**config.mk**
```make
export PLATFORM = sky130hd
export DESIGN_NAME = dqpsk_tx_framer
export DESIGN_NICKNAME = d
export VERILOG_FILES = /design/src/rtl/dqpsk_tx_framer.sv
export SDC_FILE = /design/constraint.sdc
export NUM_CORES = 1
export LEC_CHECK = 0
export ABC_AREA = 1
export BUFFER_PORTS_ARGS = -buffer_cell sky130_fd_sc_hd__buf_4
export CELL_PAD_IN_SITES_DETAIL_PLACEMENT = 1
export CELL_PAD_IN_SITES_GLOBAL_PLACEMENT = 1
export CORE_ASPECT_RATIO = 0.7
export CORE_UTILIZATION = 52
export DETAILED_ROUTE_END_ITERATION = 10
export PLACE_DENSITY = 0.76
export SLEW_MARGIN = 0
export SYNTH_ARGS = -nofsm -noshare
export SYNTH_HDL_FRONTEND = slang
export SYNTH_SLANG_ARGS = --single-unit
```
**constraint.sdc**
```tcl
create_clock -name clk -period 4.54 [get_ports clk]
set_clock_uncertainty 0.1 [all_clocks]
set_input_delay 0.908 -clock clk [delete_from_list [all_inputs] [get_ports clk]]
set_output_delay 0.908 -clock clk [all_outputs]
set_load 0.01 [all_outputs]
```
**src/rtl/dqpsk_tx_framer.sv**
```systemverilog
// Serial transmit framer for the DQPSK modulator: byte FIFO in, one bit per CLK_PER_BIT clocks out.
// Each frame is an alternating preamble, an unscrambled sync word and an additively scrambled payload.
module dqpsk_tx_framer #(
    parameter int          CLK_PER_BIT   = 4,
    parameter int          PREAMBLE_LEN  = 32,
    parameter logic [15:0] SYNC_WORD     = 16'hEB90,
    parameter int          PAYLOAD_BYTES = 32,
    parameter int          FIFO_DEPTH    = 64
) (
    input  logic       clk,
    input  logic       rst,
    input  logic [7:0] s_data,
    input  logic       s_valid,
    output logic       s_ready,
    output logic       dout,
    output logic       bit_stb,
    output logic       busy,
    output logic       frame_done
);
    localparam int AW       = $clog2(FIFO_DEPTH);
    localparam int DW       = $clog2(CLK_PER_BIT + 1);
    localparam int PAY_BITS = PAYLOAD_BYTES * 8;
    localparam int CW       = $clog2(PAY_BITS + PREAMBLE_LEN + 17);

    typedef enum logic [1:0] {IDLE, PREAMBLE, SYNC, PAYLOAD} state_t;

    state_t        state;
    logic [DW-1:0] div;
    logic [AW:0]   count;
    logic [AW-1:0] wptr;
    logic [AW-1:0] rptr;
    logic [7:0]    mem [FIFO_DEPTH];
    logic [CW-1:0] bit_cnt;
    logic [7:0]    shreg;
    logic [6:0]    lfsr;

    logic       tick;
    logic       wr;
    logic       rd;
    logic       byte_start;
    logic       last_payload;
    logic       frame_ready;
    logic [7:0] head;
    logic [6:0] lfsr_in;
    logic       fb;
    logic       data_bit;

    assign tick         = (div == DW'(CLK_PER_BIT - 1));
    assign s_ready      = (count < (AW+1)'(FIFO_DEPTH));
    assign frame_ready  = (count >= (AW+1)'(PAYLOAD_BYTES));
    assign wr           = s_valid & s_ready;
    assign head         = mem[rptr];
    // A new payload byte is popped on the tick that sends its first bit, including the sync->payload tick.
    assign byte_start   = ((state == SYNC) && (bit_cnt == CW'(16))) ||
                          ((state == PAYLOAD) && (bit_cnt != CW'(PAY_BITS)) && (bit_cnt[2:0] == 3'd0));
    assign rd           = tick & byte_start;
    assign last_payload = (state == PAYLOAD) && (bit_cnt == CW'(PAY_BITS));
    assign lfsr_in      = (state == SYNC) ? 7'h7F : lfsr;
    assign fb           = lfsr_in[6] ^ lfsr_in[3];
    assign data_bit     = byte_start ? head[7] : shreg[7];

    always_ff @(posedge clk or posedge rst) begin
        if (rst) begin
            div <= '0;
        end else begin
            div <= tick ? '0 : div + 1'b1;
        end
    end

    always_ff @(posedge clk) begin
        if (wr) begin
            mem[wptr] <= s_data;
        end
    end

    always_ff @(posedge clk or posedge rst) begin
        if (rst) begin
            wptr  <= '0;
            rptr  <= '0;
            count <= '0;
        end else begin
            if (wr) wptr <= wptr + 1'b1;
            if (rd) rptr <= rptr + 1'b1;
            case ({wr, rd})
                2'b10:   count <= count + 1'b1;
                2'b01:   count <= count - 1'b1;
                default: count <= count;
            endcase
        end
    end

    always_ff @(posedge clk or posedge rst) begin
        if (rst) begin
            state      <= IDLE;
            bit_cnt    <= '0;
            shreg      <= '0;
            lfsr       <= 7'h7F;
            dout       <= 1'b0;
            busy       <= 1'b0;
            bit_stb    <= 1'b0;
            frame_done <= 1'b0;
        end else begin
            bit_stb    <= tick;
            frame_done <= 1'b0;
            if (tick) begin
                case (state)
                    IDLE: begin
                        if (frame_ready) begin
                            state   <= PREAMBLE;
                            dout    <= 1'b1;
                            bit_cnt <= CW'(1);
                            busy    <= 1'b1;
                        end else begin
                            dout <= 1'b0;
                        end
                    end
                    PREAMBLE: begin
                        if (bit_cnt == CW'(PREAMBLE_LEN)) begin
                            state   <= SYNC;
                            dout    <= SYNC_WORD[15];
                            bit_cnt <= CW'(1);
                        end else begin
                            dout    <= ~bit_cnt[0];
                            bit_cnt <= bit_cnt + 1'b1;
                        end
                    end
                    SYNC: begin
                        if (byte_start) begin
                            state   <= PAYLOAD;
                            dout    <= data_bit ^ fb;
                            lfsr    <= {lfsr_in[5:0], fb};
                            shreg   <= {head[6:0], 1'b0};
                            bit_cnt <= CW'(1);
                        end else begin
                            dout    <= SYNC_WORD[4'd15 - bit_cnt[3:0]];
                            bit_cnt <= bit_cnt + 1'b1;
                        end
                    end
                    default: begin
                        if (last_payload) begin
                            frame_done <= 1'b1;
                            if (frame_ready) begin
                                state   <= PREAMBLE;
                                dout    <= 1'b1;
                                bit_cnt <= CW'(1);
                            end else begin
                                state   <= IDLE;
                                dout    <= 1'b0;
                                busy    <= 1'b0;
                                bit_cnt <= '0;
                            end
                        end else begin
                            dout    <= data_bit ^ fb;
                            lfsr    <= {lfsr_in[5:0], fb};
                            shreg   <= byte_start ? {head[6:0], 1'b0} : {shreg[6:0], 1'b0};
                            bit_cnt <= bit_cnt + 1'b1;
                        end
                    end
                endcase
            end
        end
    end
endmodule

```
# [After elaboration in Yosys (flattened, before gate mapping)]
# Memories as Yosys holds them, arrays and structs flattened.
# Index checks and enable logic that the tools add are counted.
[totals] rom_bits=16 ramBits=512 wordCells=101 mem_count=2 output_inout_bits=5 inputBits=11 latch_bits=0 reg_bits=52
[memory_table] name="mem" words=64 word_bits=8 rd=1 rd_clocked_by_memory_dff=0 wr=1 line_no="32" source="logic [7:0] mem [FIFO_DEPTH];"
[memory_table] name="(no name shown)" words=16 word_bits=1 rd=1 rd_clocked_by_memory_dff=0 wr=0 line_no="135" source="dout <= SYNC_WORD[4'd15 - bit_cnt[3:0]];"
[classes] n_bitwise=7 mul=0 n_mux=38 eq_ne=15 add_sub_neg=7 n_shift=0 order_cmp=3 n_reduce_logical=17 div_mod_pow=0
[ops] cell="$mux 9" count=4
[ops] cell="$pmux 7 s2" count=2
[ops] cell="$pmux 9 s3" count=1
[ops] cell="$mux 8" count=3
[ops] cell="$mux 7" count=3
[ops] cell="$mux 1" count=16
[ops] cell="$pmux 8 s2" count=1
[ops] cell="$add 6x1->6 const B" count=2
[ops] cell="$reduce_and 5->1" count=2
[ops] cell="$add 9x1->9 const B" count=1
[ops] cell="$eq 9x5->1 const B" count=1
[ops] cell="$eq 9x6->1 const B" count=1
[ops] cell="$eq 9x9->1 const B" count=1
[ops] cell="$ne 9x9->1 const B" count=1
[ops] cell="$mux 2" count=4
[ops] cell="$add 7x1->7 const B" count=1
[ops] cell="$ge 7x6->1 const B" count=1
[ops] cell="$lt 7x7->1 const B" count=1
[ops] cell="$sub 7x1->7 const B" count=1
[ops] cell="$eq 2x2->1 const B" count=3
[ops] cell="$ne 2x2->1 const B" count=3
[ops] cell="$pmux 2 s3" count=1
[ops] cell="$lt 4x5->1 const B" count=1
[ops] cell="$eq 2x1->1 const B" count=2
[ops] cell="other kinds (20)" count=30

# [Logic depth before layout (Yosys ltp)]
# Gate-level depths: netlist of the first run.
[logic_depth] word_depth=8 mapped_depth=23 mapped_depth_nobuf=22

# [Worst setup path after synthesis of the first run]
# No wires, ideal clock.
[synth_path] path_kind="reg2reg" from="reg state[0]" to="reg count[6]" required_ns=4.314 t_arrival_ns=3.041 path_slack_ns=1.273 stages_incl_launch_ff=22 synth_period_minus_slack_ns=3.267 n_path_buf=1 setup_time_ns=0.126 path_cell_list="dfrtp_1 -> inv_1 -> ha_1 -> nand4_1 -> or3_1 -> nand2_2 -> nand2_2 -> inv_1 -> ha_1 -> buf_4 -> xnor2_1 -> inv_1 -> ha_1 -> a21oi_1 -> nor3_1 -> nor2_1 -> or2_2 -> nor2_1 -> nor2_1 -> nand2_1 -> nand3_1 -> xor2_1"
[synth_via] elab_chain_len=7 word_cells_on_any_way=11 classes_between="eq/ne (4); mux (1); bitwise (1); reduce/logical (5)"
[synth_lines] item="start: declaration" line_no="27" source="state_t state;"
[synth_lines] item="start signal: assignment" line_no="94" source="state <= IDLE;"
[synth_lines] item="start signal: assignment" line_no="109" source="state <= PREAMBLE;"
[synth_lines] item="start signal: assignment" line_no="119" source="state <= SYNC;"
[synth_lines] item="$eq 2x2->1" line_no="55" source="((state == PAYLOAD) && (bit_cnt != CW'(PAY_BITS)) && (bit_cnt[2:0] == 3'd0));"
[synth_lines] item="$logic_and 1x1->1 (2 in series)" line_no="55"
[synth_lines] item="$logic_or 1x1->1 (*)" line_no="54" source="assign byte_start = ((state == SYNC) && (bit_cnt == CW'(16))) ||"
[synth_lines] item="$and 1x1->1 (*)" line_no="56" source="assign rd = tick & byte_start;"
[synth_lines] item="named net rd" line_no="39" source="logic rd;"
[synth_lines] item="$eq 2x1->1 or $eq 2x2->1 (tied branches)" line_no="84" source="case ({wr, rd})"
[synth_lines] item="$pmux 7 s2 or $reduce_bool 2->1 (tied branches)"
[synth_lines] item="end signal: assignment" line_no="85" source="2'b10: count <= count + 1'b1;"
[synth_lines] item="end signal: assignment" line_no="86" source="2'b01: count <= count - 1'b1;"
[synth_lines] item="end signal: assignment" line_no="87" source="default: count <= count;"
[synth_lines] item="end: declaration" line_no="29" source="logic [AW:0] count;"
# Mark *: on every way through the listed nets, which the timed path passes. The rest lies on a longest branch.
# A chain may end at the register's enable or synchronous reset.

# [Worst setup path in the final report of the first run]
[layout_path] from="reg bit_cnt[0]" to="reg count[6]"
[layout_via] elab_chain_len=7 word_cells_on_any_way=12 classes_between="eq/ne (4); mux (1); bitwise (1); reduce/logical (6)"
[layout_lines] item="start: declaration" line_no="33" source="logic [CW-1:0] bit_cnt;"
[layout_lines] item="start signal: assignment" line_no="124" source="bit_cnt <= bit_cnt + 1'b1;"
[layout_lines] item="start signal: assignment" line_no="136" source="bit_cnt <= bit_cnt + 1'b1;"
[layout_lines] item="start signal: assignment" line_no="156" source="bit_cnt <= bit_cnt + 1'b1;"
[layout_lines] item="$ne 9x9->1" line_no="55"
[layout_lines] item="$logic_and 1x1->1 (2 in series)" line_no="55"
[layout_lines] item="$logic_or 1x1->1 (*)" line_no="54"
[layout_lines] item="$and 1x1->1 (*)" line_no="56"
[layout_lines] item="named net rd" line_no="39"
[layout_lines] item="$eq 2x1->1 or $eq 2x2->1 (tied branches)" line_no="84"
[layout_lines] item="$pmux 7 s2 or $reduce_bool 2->1 (tied branches)"
# Marks and branches as above.

==> results of run 1 <==
sequential cells by signal, indices dropped and copies added, names as in the netlist, 3 cells and up:
register  cells
count         7
bit_cnt       9
shreg         7
wptr          6
div           3
rptr          6
mem         512
lfsr          7
area by class of cell:
| cell class | instances | share of cell area [%] |
|---|---|---|
| Sequential cell | 563 | 65.2 |
| Inverter | 92 | 1.37 |
| Timing Repair Buffer | 40 | 1.47 |
| Antenna cell | 1 | 0.00979 |
| Clock inverter | 31 | 0.881 |
| Tap cell | 594 | 2.91 |
| Clock buffer | 68 | 5.66 |
| Multi-Input combinational cell | 1175 | 22.5 |
layer usage:
layer	vias to the layer above	wire length, um
met2	474	29200
met5	-	13
met4	2	1460
met3	103	4640
li1	6942	-
met1	7830	28100
worst max path at each step:
stage	slack, ns	endpoint	start	depth (start not counted)
after floorplan	1.27	count[6]	state[0]	21
after global placement	0.92	count[6]	bit_cnt[0]	19
after detailed placement	0.78	count[6]	bit_cnt[0]	19
after CTS	0.63	count[6]	bit_cnt[0]	20
after global routing	0.26	count[6]	bit_cnt[0]	21
final	0.64	count[6]	bit_cnt[0]	20
cell usage after synthesis (2+ instances only):
cell type,n
edfxtp_1,512
nor2_1,369
o21ai_0,223
nand2_1,203
nand3_1,92
inv_1,81
o22ai_1,73
clkbuf_1,51
dfrtp_1,44
o211ai_1,34
o21ai_1,34
buf_2,33
nand4_1,31
o221ai_1,23
a21oi_1,19
ha_1,16
xor2_1,15
buf_6,11
buf_4,9
inv_2,8
nor3_1,8
dfstp_2,7
nand2_2,5
or2_2,5
xnor2_1,5
a22oi_1,4
buf_1,4
nand3_2,4
clkinv_1,3
nor2_2,2
nor3_2,2
cells in the final DEF, fill, tap and decap left out, types with 42 or more instances in the layout:
cell type    n
nand2_1    203
inv_1       80
nand3_1     92
edfxtp_1   512
clkbuf_16   55
dfrtp_1     42
nor2_1     369
o21ai_0    223
o22ai_1     73
metrics by stage:
step | worst slack, ns | cell area, um2 | instances | power [W]
global placement | 0.916 | 23900 | 2464 | 0.00585
global route | 0.256 | 25600 | 2563 | 0.0103
floorplan | 1.27 | 23300 | 1938 | 0.00577
CTS | 0.630 | 25600 | 2563 | 0.0101
finish | 0.638 | 25600 | 2564 | 0.0101
detailed placement | 0.782 | 23900 | 2464 | 0.00586
worst register-to-register path: stages (launching register included):
cell and delay, ns:
dfrtp_1 0.42, inv_1 0.13, ha_1 0.19, nand3_1 0.11, or3_1 0.42, nand2_2 0.15
nand2_2 0.12, inv_1 0.15, ha_1 0.38, xnor2_1 0.17, inv_1 0.08, ha_1 0.16
a21oi_1 0.08, nor3_1 0.22, nor2_1 0.09, or2_2 0.30, nor2_1 0.16, nor2_1 0.06
nand2_1 0.06, nand3_1 0.08, xor2_1 0.15
logic make-up (layout without fill, tap and decap cells):
kind of cell | Yosys count | count (layout) | synth area share, %
other cells | 0 | 1 | 0
compound gates | 416 | 416 | 10.2
fa+ha+maj | 16 | 16 | 0.859
buf+inv | 200 | 231 | 3.90
flops | 563 | 563 | 71.5
simple gates | 723 | 723 | 12.8
xor+xnor | 20 | 20 | 0.751
power by group through the flow:
| stage | sequential [W] | clock [W] | combinational (W) |
|---|---|---|---|
| after floorplan | 0.00576 | 0 | 0.00000660 |
| after global placement | 0.00576 | 0 | 0.0000913 |
| after detailed placement | 0.00576 | 0 | 0.0000960 |
| after CTS | 0.00565 | 0.00440 | 0.0000962 |
| after global routing | 0.00565 | 0.00456 | 0.000103 |
| final | 0.00565 | 0.00434 | 0.0000948 |
==> metrics.csv, run 1 <==
stage,metric,value,unit
outcome,outcome,finished clean,
power_and_ir_drop,switching_share,19.9,%
floorplan,die-area,45700,um2
global_route,use_met1,39.5,%
synth,synth-main-ff-cell,edfxtp_1,
synth,synth.cell_area,23300,um2
synth,synth_warnings,0,
worst_setup_path,crit_path_max_incr_delay,0.42,ns
min_path,hold_class,in2async,
floorplan,design.core.area,44000,um2
power_and_ir_drop,power.density,395,nW/um2
detailed_routing,wl_per_cell,24.7,um
placement,portBuffers,15,
global_route,overflow,0,
clock_tree,insertion_delay,0.59,ns
clock_tree,tritoncts,yes,
timing,rsz0062_at_grt,false,
worst_setup_path,cp_cell_sequence,"inv_1, ha_1, nand3_1, or3_1, nand2_2, nand2_2, inv_1, ha_1, xnor2_1, inv_1, ha_1, a21oi_1, nor3_1, nor2_1, or2_2, nor2_1, nor2_1, nand2_1, nand3_1, xor2_1",
global_route,grt_use_met2,44.7,%
final_layout,post-route-util,58.1,%
detailed_routing,drt-total-wl,63400,um
synth,yosysTopAreaCellShare,65.9,%
detailed_routing,viasPerCell,5.99,
timing,setup_viol_count_final,0,
synth,yosysTopAreaCell,edfxtp_1,
power_and_ir_drop,leakagePower,8.69,nW
worst_setup_path,r2r-end,count[6],
timing,hold_ws,0.325,ns
clock_tree,post_cts_buffers,0,
worst_setup_path,arrival,4.26,ns
clock_tree,cts-buffers-inserted,53,
floorplan,fp.dieH,179,um
detailed_routing,ant_nets,0,
synth,synth_edf_count,512,
timing,setup_tns,0,ns
global_route,grt_max_degree,159,
global_route,grt.busiest_layer,met2,
power_and_ir_drop,clkPwrFrac,43.0,%
timing,max_freq,256,MHz
floorplan,die_w,255,um
detailed_routing,drt_iter0_drc,1364,
power_and_ir_drop,p_switching,0.00201,W
worst_setup_path,reg2regPathDepth,20,
worst_setup_path,r2r-start,bit_cnt[0],
synth,async_flop_share,9.06,%
power_and_ir_drop,p_comb_share,0.9,%
clock_tree,numClockSinks,563,
timing,hold_violations,0,
placement,gp_congestion,0.893,
power_and_ir_drop,p_int,0.00807,W
clock_tree,cts-root-buf,clkbuf_16,
global_route,antenna_found_initial,1,
final_layout,nets,1952,
clock_tree,cts_resized,0,
worst_setup_path,reg2reg_slack,0.64,ns
worst_setup_path,start_kind,flop,
worst_setup_path,critPathBufInv,3,
clock_tree,clock_path_buffers,3,
worst_setup_path,crit_slowest_cell,dfrtp_1,
power_and_ir_drop,seqPwrFrac,56.1,%
detailed_routing,vias,15351,
synth,ys_top_cells_by_area,"edfxtp_1, nor2_1, o21ai_0, dfrtp_1, nand2_1",
power_and_ir_drop,ir_worst_vdd,0.355,mV
final_layout,regArea,16700,um2
timing,maxSlewViolCount,0,
timing,slew_headroom,24.3,%
run,max_cap_viol_count,0,
placement,dpl.hpwl,37800,um
synth,synth-seq-area-share,71.5,%
worst_setup_path,crit_family,simple AND/OR/NAND/NOR gates,
final_layout,fill_cells,4437,
global_route,grt_usage,28.2,%
detailed_routing,dr.pass1.iters,5,
synth,ys_types,39,
worst_setup_path,critPathKind,reg2reg,
floorplan,start_util,53.0,%
floorplan,ios,16,
timing,tightest_slew,1.13,ns
final_layout,multi_input_area,5750,um2
global_route,grt_pass1_wl,95100,um
synth,synth_area_per_cell,12.0,um2
global_route,grt_pass1_vias,15959,
final_layout,area_delta_synth_final,9.61,%
global_route,met3_usage,6.00,%
floorplan,rows,64,
detailed_routing,drc,0,
clock_tree,hold_buffers,0,
worst_setup_path,worstPathRequired,4.90,ns
synth,synth-seq-cells,563,
worst_setup_path,cp-end-kind,flop,
worst_setup_path,path_max_fanout,8,
synth,synthesis.nets,1965,
timing,fin_crit,3.90,ns
timing,min_period_over_period,85.9,%
final_layout,final_layout_size_suffix_gt1_share,7.97,%
clock_tree,clk_pin_slew,0.07,ns
synth,syn_inst,1938,
clock_tree,ctsHtreeMaxLevel,2,
Power figures use the tool's default switching activity.
==> inputs of run 2 (changes only) <==
Settings changed: ABC_AREA 1 to unset, CORE_UTILIZATION 52 to 56.
==> run 2 against run 1 <==
Compared with the run above:
- sequential cell count is the same
- routed wire length fell by 17%
- power rose by 28%
- largest cell class unchanged
- global-route usage down 1.9 points
- maximum frequency is essentially flat
- design area fell by 2.2%
- synthesized cell count decreased by 41%
- largest power group unchanged
==> metrics.csv, run 2 <==
stage,metric,value,unit,change
final_layout,final_common_cell,edfxtp_1,,unchanged
detailed_routing,drc,0,,unchanged
power_and_ir_drop,power.density,517,nW/um2,was 395 nW/um2
synth,synth-main-ff-cell,edfxtp_1,,unchanged
synth,synth.cell_area,22700,um2,was 23300 um2
global_route,grt_pass1_vias,11607,,was 15959
clock_tree,cts-root-buf,clkbuf_16,,unchanged
detailed_routing,wl_per_cell,30.2,um,was 24.7 um
synth,ys_top_cells_by_area,"edfxtp_1, mux4_2, dfrtp_1, nor2_1, ha_1",,"was edfxtp_1, nor2_1, o21ai_0, dfrtp_1, nand2_1"
final_layout,largest_reg_flops,512,,unchanged
timing,max_freq,256,MHz,about the same
synth,async_flop_share,9.06,%,unchanged
synth,ys_top_cells_by_count,"edfxtp_1, mux4_2, nor2_1, dfrtp_1, clkbuf_1",,"was edfxtp_1, nor2_1, o21ai_0, nand2_1, nand3_1"
floorplan,rows,61,,was 64
synth,synth-seq-cells,563,,unchanged
clock_tree,insertion_delay,0.57,ns,was 0.59 ns
synth,synth_edf_count,512,,unchanged
clock_tree,numClockSinks,563,,unchanged
timing,min_period_over_period,85.9,%,about the same
clock_tree,clk_pin_slew,0.07,ns,about the same
timing,fin_crit,3.90,ns,about the same
run,max_cap_viol_count,0,,unchanged
detailed_routing,drt_iter0_drc,1211,,was 1364
global_route,use_met1,40.5,%,was 39.5%
timing,hold_violations,0,,unchanged
min_path,holdPathStages,1,,
synth,yosysTopAreaCell,edfxtp_1,,unchanged
global_route,met3_usage,4.92,%,was 6.00%
worst_setup_path,worstPathRequired,4.93,ns,was 4.90 ns
detailed_routing,viasPerCell,6.47,,was 5.99
floorplan,die-area,41300,um2,was 45700 um2
timing,setup_viol_count_final,0,,unchanged
floorplan,ios,16,,unchanged
synth,yosysTopAreaCellShare,67.9,%,was 65.9%
power_and_ir_drop,p_comb_share,17.6,%,was 0.9%
floorplan,design.core.area,39800,um2,was 44000 um2
clock_tree,cts_resized,0,,unchanged
global_route,grt_usage,26.3,%,was 28.2%
min_path,hold_class,reg2reg,,was in2async
power_and_ir_drop,clkPwrFrac,33.6,%,was 43.0%
power_and_ir_drop,p_switching,0.00344,W,was 0.00201 W
final_layout,nets,1192,,was 1952
worst_setup_path,critPathKind,reg2reg,,unchanged
floorplan,fp.dieH,170,um,was 179 um
clock_tree,ctsHtreeMaxLevel,2,,unchanged
timing,slew_headroom,30.1,%,was 24.3%
timing,maxSlewViolCount,0,,unchanged
global_route,grt_use_met2,39.2,%,was 44.7%
global_route,grt_max_degree,81,,was 159
final_layout,top_regs,"mem (512), bit_cnt (9)",,unchanged
clock_tree,post_cts_buffers,0,,unchanged
global_route,overflow,0,,unchanged
clock_tree,clock_path_buffers,3,,unchanged
worst_setup_path,arrival,4.29,ns,was 4.26 ns
power_and_ir_drop,leakagePower,7.80,nW,was 8.69 nW
timing,tightest_slew,1.04,ns,was 1.13 ns
global_route,grt_pass1_wl,78100,um,was 95100 um
power_and_ir_drop,ir_worst_vdd,0.340,mV,was 0.355 mV
timing,setup_tns,0,ns,unchanged
floorplan,start_util,57.0,%,was 53.0%
placement,portBuffers,15,,unchanged
power_and_ir_drop,seqPwrFrac,48.8,%,was 56.1%
clock_tree,tritoncts,yes,,unchanged
worst_setup_path,start_kind,flop,,unchanged
final_layout,top_register,mem,,unchanged
synth,ys_types,62,,was 39
synth,syn_inst,1145,,was 1938
timing,rsz0062_at_grt,false,,unchanged
final_layout,fin_cells,1739,,was 2564
final_layout,final_layout_size_suffix_gt1_share,25.9,%,was 7.97%
detailed_routing,ant_nets,0,,unchanged
global_route,grt.busiest_layer,met1,,was met2
placement,dpl.hpwl,31400,um,was 37800 um
final_layout,n_antenna_cell,0,,was 1
final_layout,final_cell_mix,"edfxtp_1, mux4_2, nor2_1",,"was edfxtp_1, nor2_1, o21ai_0"
clock_tree,cts-buffers-inserted,51,,was 53
worst_setup_path,cp-end-kind,flop,,unchanged
placement,placed_cell_area,23300,um2,was 23900 um2
global_route,antenna_found_initial,0,,was 1
final_layout,area_delta_synth_final,10.3,%,was 9.61%
power_and_ir_drop,p_int,0.00949,W,was 0.00807 W
final_layout,finalInstanceArea,25000,um2,was 25600 um2
clock_tree,hold_buffers,0,,unchanged
worst_setup_path,reg2regPathDepth,14,,was 20
final_layout,post-route-util,62.8,%,was 58.1%
synth,synth-seq-area-share,73.5,%,was 71.5%
power_and_ir_drop,switching_share,26.6,%,was 19.9%
synth,yosysMostFrequentCell,edfxtp_1,,unchanged
outcome,outcome,finished clean,,unchanged
detailed_routing,vias,11249,,was 15351
power_and_ir_drop,power,0.0129,W,was 0.0101 W
synth,synth_area_per_cell,19.8,um2,was 12.0 um2
detailed_routing,drt-total-wl,52600,um,was 63400 um
placement,gp_congestion,0.778,,was 0.893
synth,synth_warnings,0,,unchanged
synth,synthesis.nets,1172,,was 1965
worst_setup_path,path_max_fanout,8,,unchanged
detailed_routing,dr.pass1.iters,7,,was 5
floorplan,die_w,242,um,was 255 um
placement,dp_cells,1647,,was 2464
==> run 2: area by class of cell <==
class / count / area [um2]
Fill cell: 3271 / 14800
Tap cell: 535 / 669
Clock buffer: 60 / 1310
Clock inverter: 32 / 334
Sequential cell: 563 / 16700
Inverter: 11 / 41.3
Multi-Input combinational cell: 504 / 5670
Timing Repair Buffer: 34 / 293
==> run 2: metrics by stage <==
step                      hold slack [ns]  worst slack, ns
after CTS                           0.355            0.625
after detailed placement            0.346            0.646
after global placement              0.325            0.789
after floorplan                     0.310            0.532
final                               0.351            0.640
after global routing                0.396            0.451
==> run 2: path summary, 6_finish.rpt <==
path / start / end / slack [ns]
max: bit_cnt[3] / count[6] / 0.64
min: div[0] / div[0] / 0.35
max reg2reg: bit_cnt[3] / count[6] / 0.64
min reg2reg: div[0] / div[0] / 0.35
max in group asynchronous: rst / rptr[1] / 3.19
min in group asynchronous: rst / busy / 0.37
==> run 2: power groups by stage <==
stage | combinational [W] | sequential (W) | clock (W)
floorplan | 0.00172 | 0.00621 | 0
CTS | 0.00229 | 0.00631 | 0.00439
global route | 0.00245 | 0.00635 | 0.00455
detailed placement | 0.00226 | 0.00641 | 0
global placement | 0.00221 | 0.00638 | 0
finish | 0.00228 | 0.00631 | 0.00434
==> run 2: layer usage <==
metal	part of all wire [%]	vias to the layer above
li1	-	4670
met1	45	6048
met2	46	455
met3	7.2	76
met4	2.2	0
met5	0	-
==> run 2: worst max-delay path: stages (launching register included) <==
cell and delay [ns]:
dfrtp_1 0.47, or3_4 0.45, or4_4 0.50, a21o_1 0.25, nor2_4 0.21, ha_1 0.23
xor2_1 0.08, ha_1 0.22, nor3b_1 0.14, o21a_1 0.18, a221o_1 0.33, a21oi_1 0.17
nor4b_1 0.07, a311oi_1 0.28, xnor2_1 0.16
==> run 2: kinds of logic after synthesis <==
family / share of synthesized area, %
xor gates and xnor gates: 1.01
adders and majority gates: 0.884
and+or+nand+nor: 4.75
muxes: 15.9
AOI/OAI and AO/OA: 2.50
DFF: 73.5
buffers and inverters: 1.42
==> inputs of run 3 (changes only) <==
Settings changed: RECOVER_POWER set to 25.
==> run 3 against run 2 <==
Compared with the run above:
- power about the same
- final cell count unchanged
- global-route usage unchanged
- maximum frequency decreased by 0.35%
- largest power group unchanged
- the flow now finishes with violations (max-capacitance violations, max-slew violations)
- sequential power about the same
- register-to-register slack about the same
==> metrics.csv, run 3 (synthesized netlist as in run 2, its figures left out) <==
stage,metric,value,unit,change
timing,tightest_slew,3.43,ns,was 1.04 ns
power_and_ir_drop,power.density,518,nW/um2,was 517 nW/um2
placement,gp_congestion,0.778,,unchanged
min_path,holdPathStages,1,,unchanged
worst_setup_path,crit_family,simple AND/OR/NAND/NOR gates,,unchanged
timing,setup_viol_count_final,0,,unchanged
floorplan,die_w,242,um,unchanged
worst_setup_path,critPathKind,reg2reg,,unchanged
clock_tree,cts-buffers-inserted,51,,unchanged
global_route,grt_max_degree,81,,unchanged
final_layout,final_common_cell,edfxtp_1,,unchanged
timing,max_freq,255,MHz,was 256 MHz
timing,setup_tns,0,ns,unchanged
timing,rsz0062_at_grt,false,,unchanged
floorplan,die-area,41300,um2,unchanged
clock_tree,cts_resized,0,,unchanged
detailed_routing,drt_iter0_drc,1324,,was 1211
placement,portBuffers,15,,unchanged
worst_setup_path,crit_top_cell,ha_1,,unchanged
global_route,overflow,0,,unchanged
timing,min_period_over_period,86.2,%,was 85.9%
final_layout,top_register,mem,,unchanged
detailed_routing,vias,11201,,was 11249
min_path,hp-start,div[0],,unchanged
worst_setup_path,crit_slowest_cell,or4_4,,unchanged
final_layout,top_regs,"mem (512), bit_cnt (9)",,unchanged
final_layout,final_cell_mix,"edfxtp_1, mux4_2, nor2_1",,unchanged
worst_setup_path,worstPathRequired,4.93,ns,about the same
min_path,hold_class,reg2reg,,unchanged
worst_setup_path,reg2regPathDepth,14,,unchanged
worst_setup_path,r2r-end,count[6],,unchanged
clock_tree,ctsHtreeMaxLevel,2,,unchanged
placement,dpl.hpwl,31400,um,unchanged
floorplan,design.core.area,39800,um2,unchanged
global_route,antenna_found_initial,0,,unchanged
min_path,hold_end,div[0],,unchanged
worst_setup_path,crit_path_max_incr_delay,0.50,ns,about the same
worst_setup_path,arrival,4.30,ns,was 4.29 ns
power_and_ir_drop,ir_worst_vdd,0.338,mV,was 0.340 mV
worst_setup_path,r2r-start,bit_cnt[3],,unchanged
worst_setup_path,critPathLaunch,bit_cnt[3],,unchanged
final_layout,finalInstanceArea,25000,um2,about the same
run,max_cap_viol_count,8,,was 0
floorplan,start_util,57.0,%,unchanged
global_route,grt_usage,26.3,%,unchanged
outcome,violations,"max-capacitance violations, max-slew violations",,
clock_tree,hold_buffers,0,,unchanged
clock_tree,clock_path_buffers,3,,unchanged
global_route,grt_pass1_vias,11607,,unchanged
clock_tree,clk_pin_slew,0.07,ns,about the same
clock_tree,numClockSinks,563,,unchanged
detailed_routing,dr.pass1.iters,5,,was 7
final_layout,nets,1192,,unchanged
worst_setup_path,path_max_fanout,8,,unchanged
worst_setup_path,cp-end-kind,flop,,unchanged
final_layout,area_delta_synth_final,10.2,%,was 10.3%
detailed_routing,ant_nets,0,,unchanged
floorplan,fp.dieH,170,um,unchanged
floorplan,ios,16,,unchanged
clock_tree,tritoncts,yes,,unchanged
final_layout,n_antenna_cell,0,,unchanged
detailed_routing,viasPerCell,6.44,,was 6.47
clock_tree,post_cts_buffers,0,,unchanged
worst_setup_path,start_kind,flop,,unchanged
global_route,grt_pass1_wl,78100,um,unchanged
timing,maxSlewViolCount,520,,was 0
floorplan,rows,61,,unchanged
clock_tree,cts-root-buf,clkbuf_16,,unchanged
worst_setup_path,cp_cell_sequence,"or3_4, or4_4, a21o_1, nor2_4, ha_1, xor2_1, ha_1, nor3b_1, o21a_1, a221o_1, a21oi_1, nor4b_1, a311oi_1, xnor2_1",,unchanged
detailed_routing,wl_per_cell,30.3,um,was 30.2 um
clock_tree,insertion_delay,0.58,ns,was 0.57 ns
detailed_routing,drc,0,,unchanged
timing,slew_headroom,-128,%,was 30.1%
placement,placed_cell_area,23300,um2,unchanged
worst_setup_path,critPathBufInv,0,,unchanged
power_and_ir_drop,leakagePower,7.77,nW,was 7.80 nW
timing,hold_ws,0.351,ns,about the same
worst_setup_path,reg2reg_slack,0.63,ns,was 0.64 ns
timing,fin_crit,3.91,ns,was 3.90 ns
final_layout,largest_reg_flops,512,,unchanged
detailed_routing,drt-total-wl,52600,um,about the same
final_layout,final_layout_size_suffix_gt1_share,25.1,%,was 25.9%
outcome,outcome,"complete, but fails checks",,was finished clean
timing,hold_violations,0,,unchanged
run 3: report_power, final:
group	switching (W)	total, W	leakage, nW	internal (W)
registers	0.000312	0.00632	5.24	0.00601
logic	0.00124	0.00227	1.71	0.00103
clock network	0.00188	0.00434	0.820	0.00246
run 3: worst max path at each step:
stage          cells past startpoint        to
2_1_floorplan                     18  count[6]
3_3_place_gp                      14  count[6]
3_5_place_dp                      14  count[6]
4_1_cts                           14  count[6]
5_1_grt                           16  count[6]
6_report                          14  count[6]
run 3: cell type report:
cell class                 count  area (um2)
clock buffer                  60        1310
clock inverter                32         334
fill                        3278       14800
inverter                      11        41.3
multi-input combinational    504        5670
sequential                   563       16700
tap                          535         669
timing repair buffer          34         259
run 3: routing by layer:
| metal | routed length [um] | up-vias | global-route usage [%] |
|---|---|---|---|
| li1 | - | 4679 | - |
| met1 | 23200 | 5996 | 40.5 |
| met3 | 3990 | 75 | 4.92 |
| met4 | 1130 | 0 | 6.91 |
| met5 | 0 | - | 0 |
| met2 | 24200 | 451 | 39.2 |
run 3: stage by stage:
stage	cells	total power, W	setup slack (ns)	utilization [%]
floorplan	1145	0.00793	0.532	-
global placement	1647	0.00859	0.789	58.7
detailed placement	1647	0.00867	0.646	58.7
CTS	1739	0.0130	0.625	62.8
global route	1739	0.0134	0.451	62.8
finish	1739	0.0129	0.626	62.8
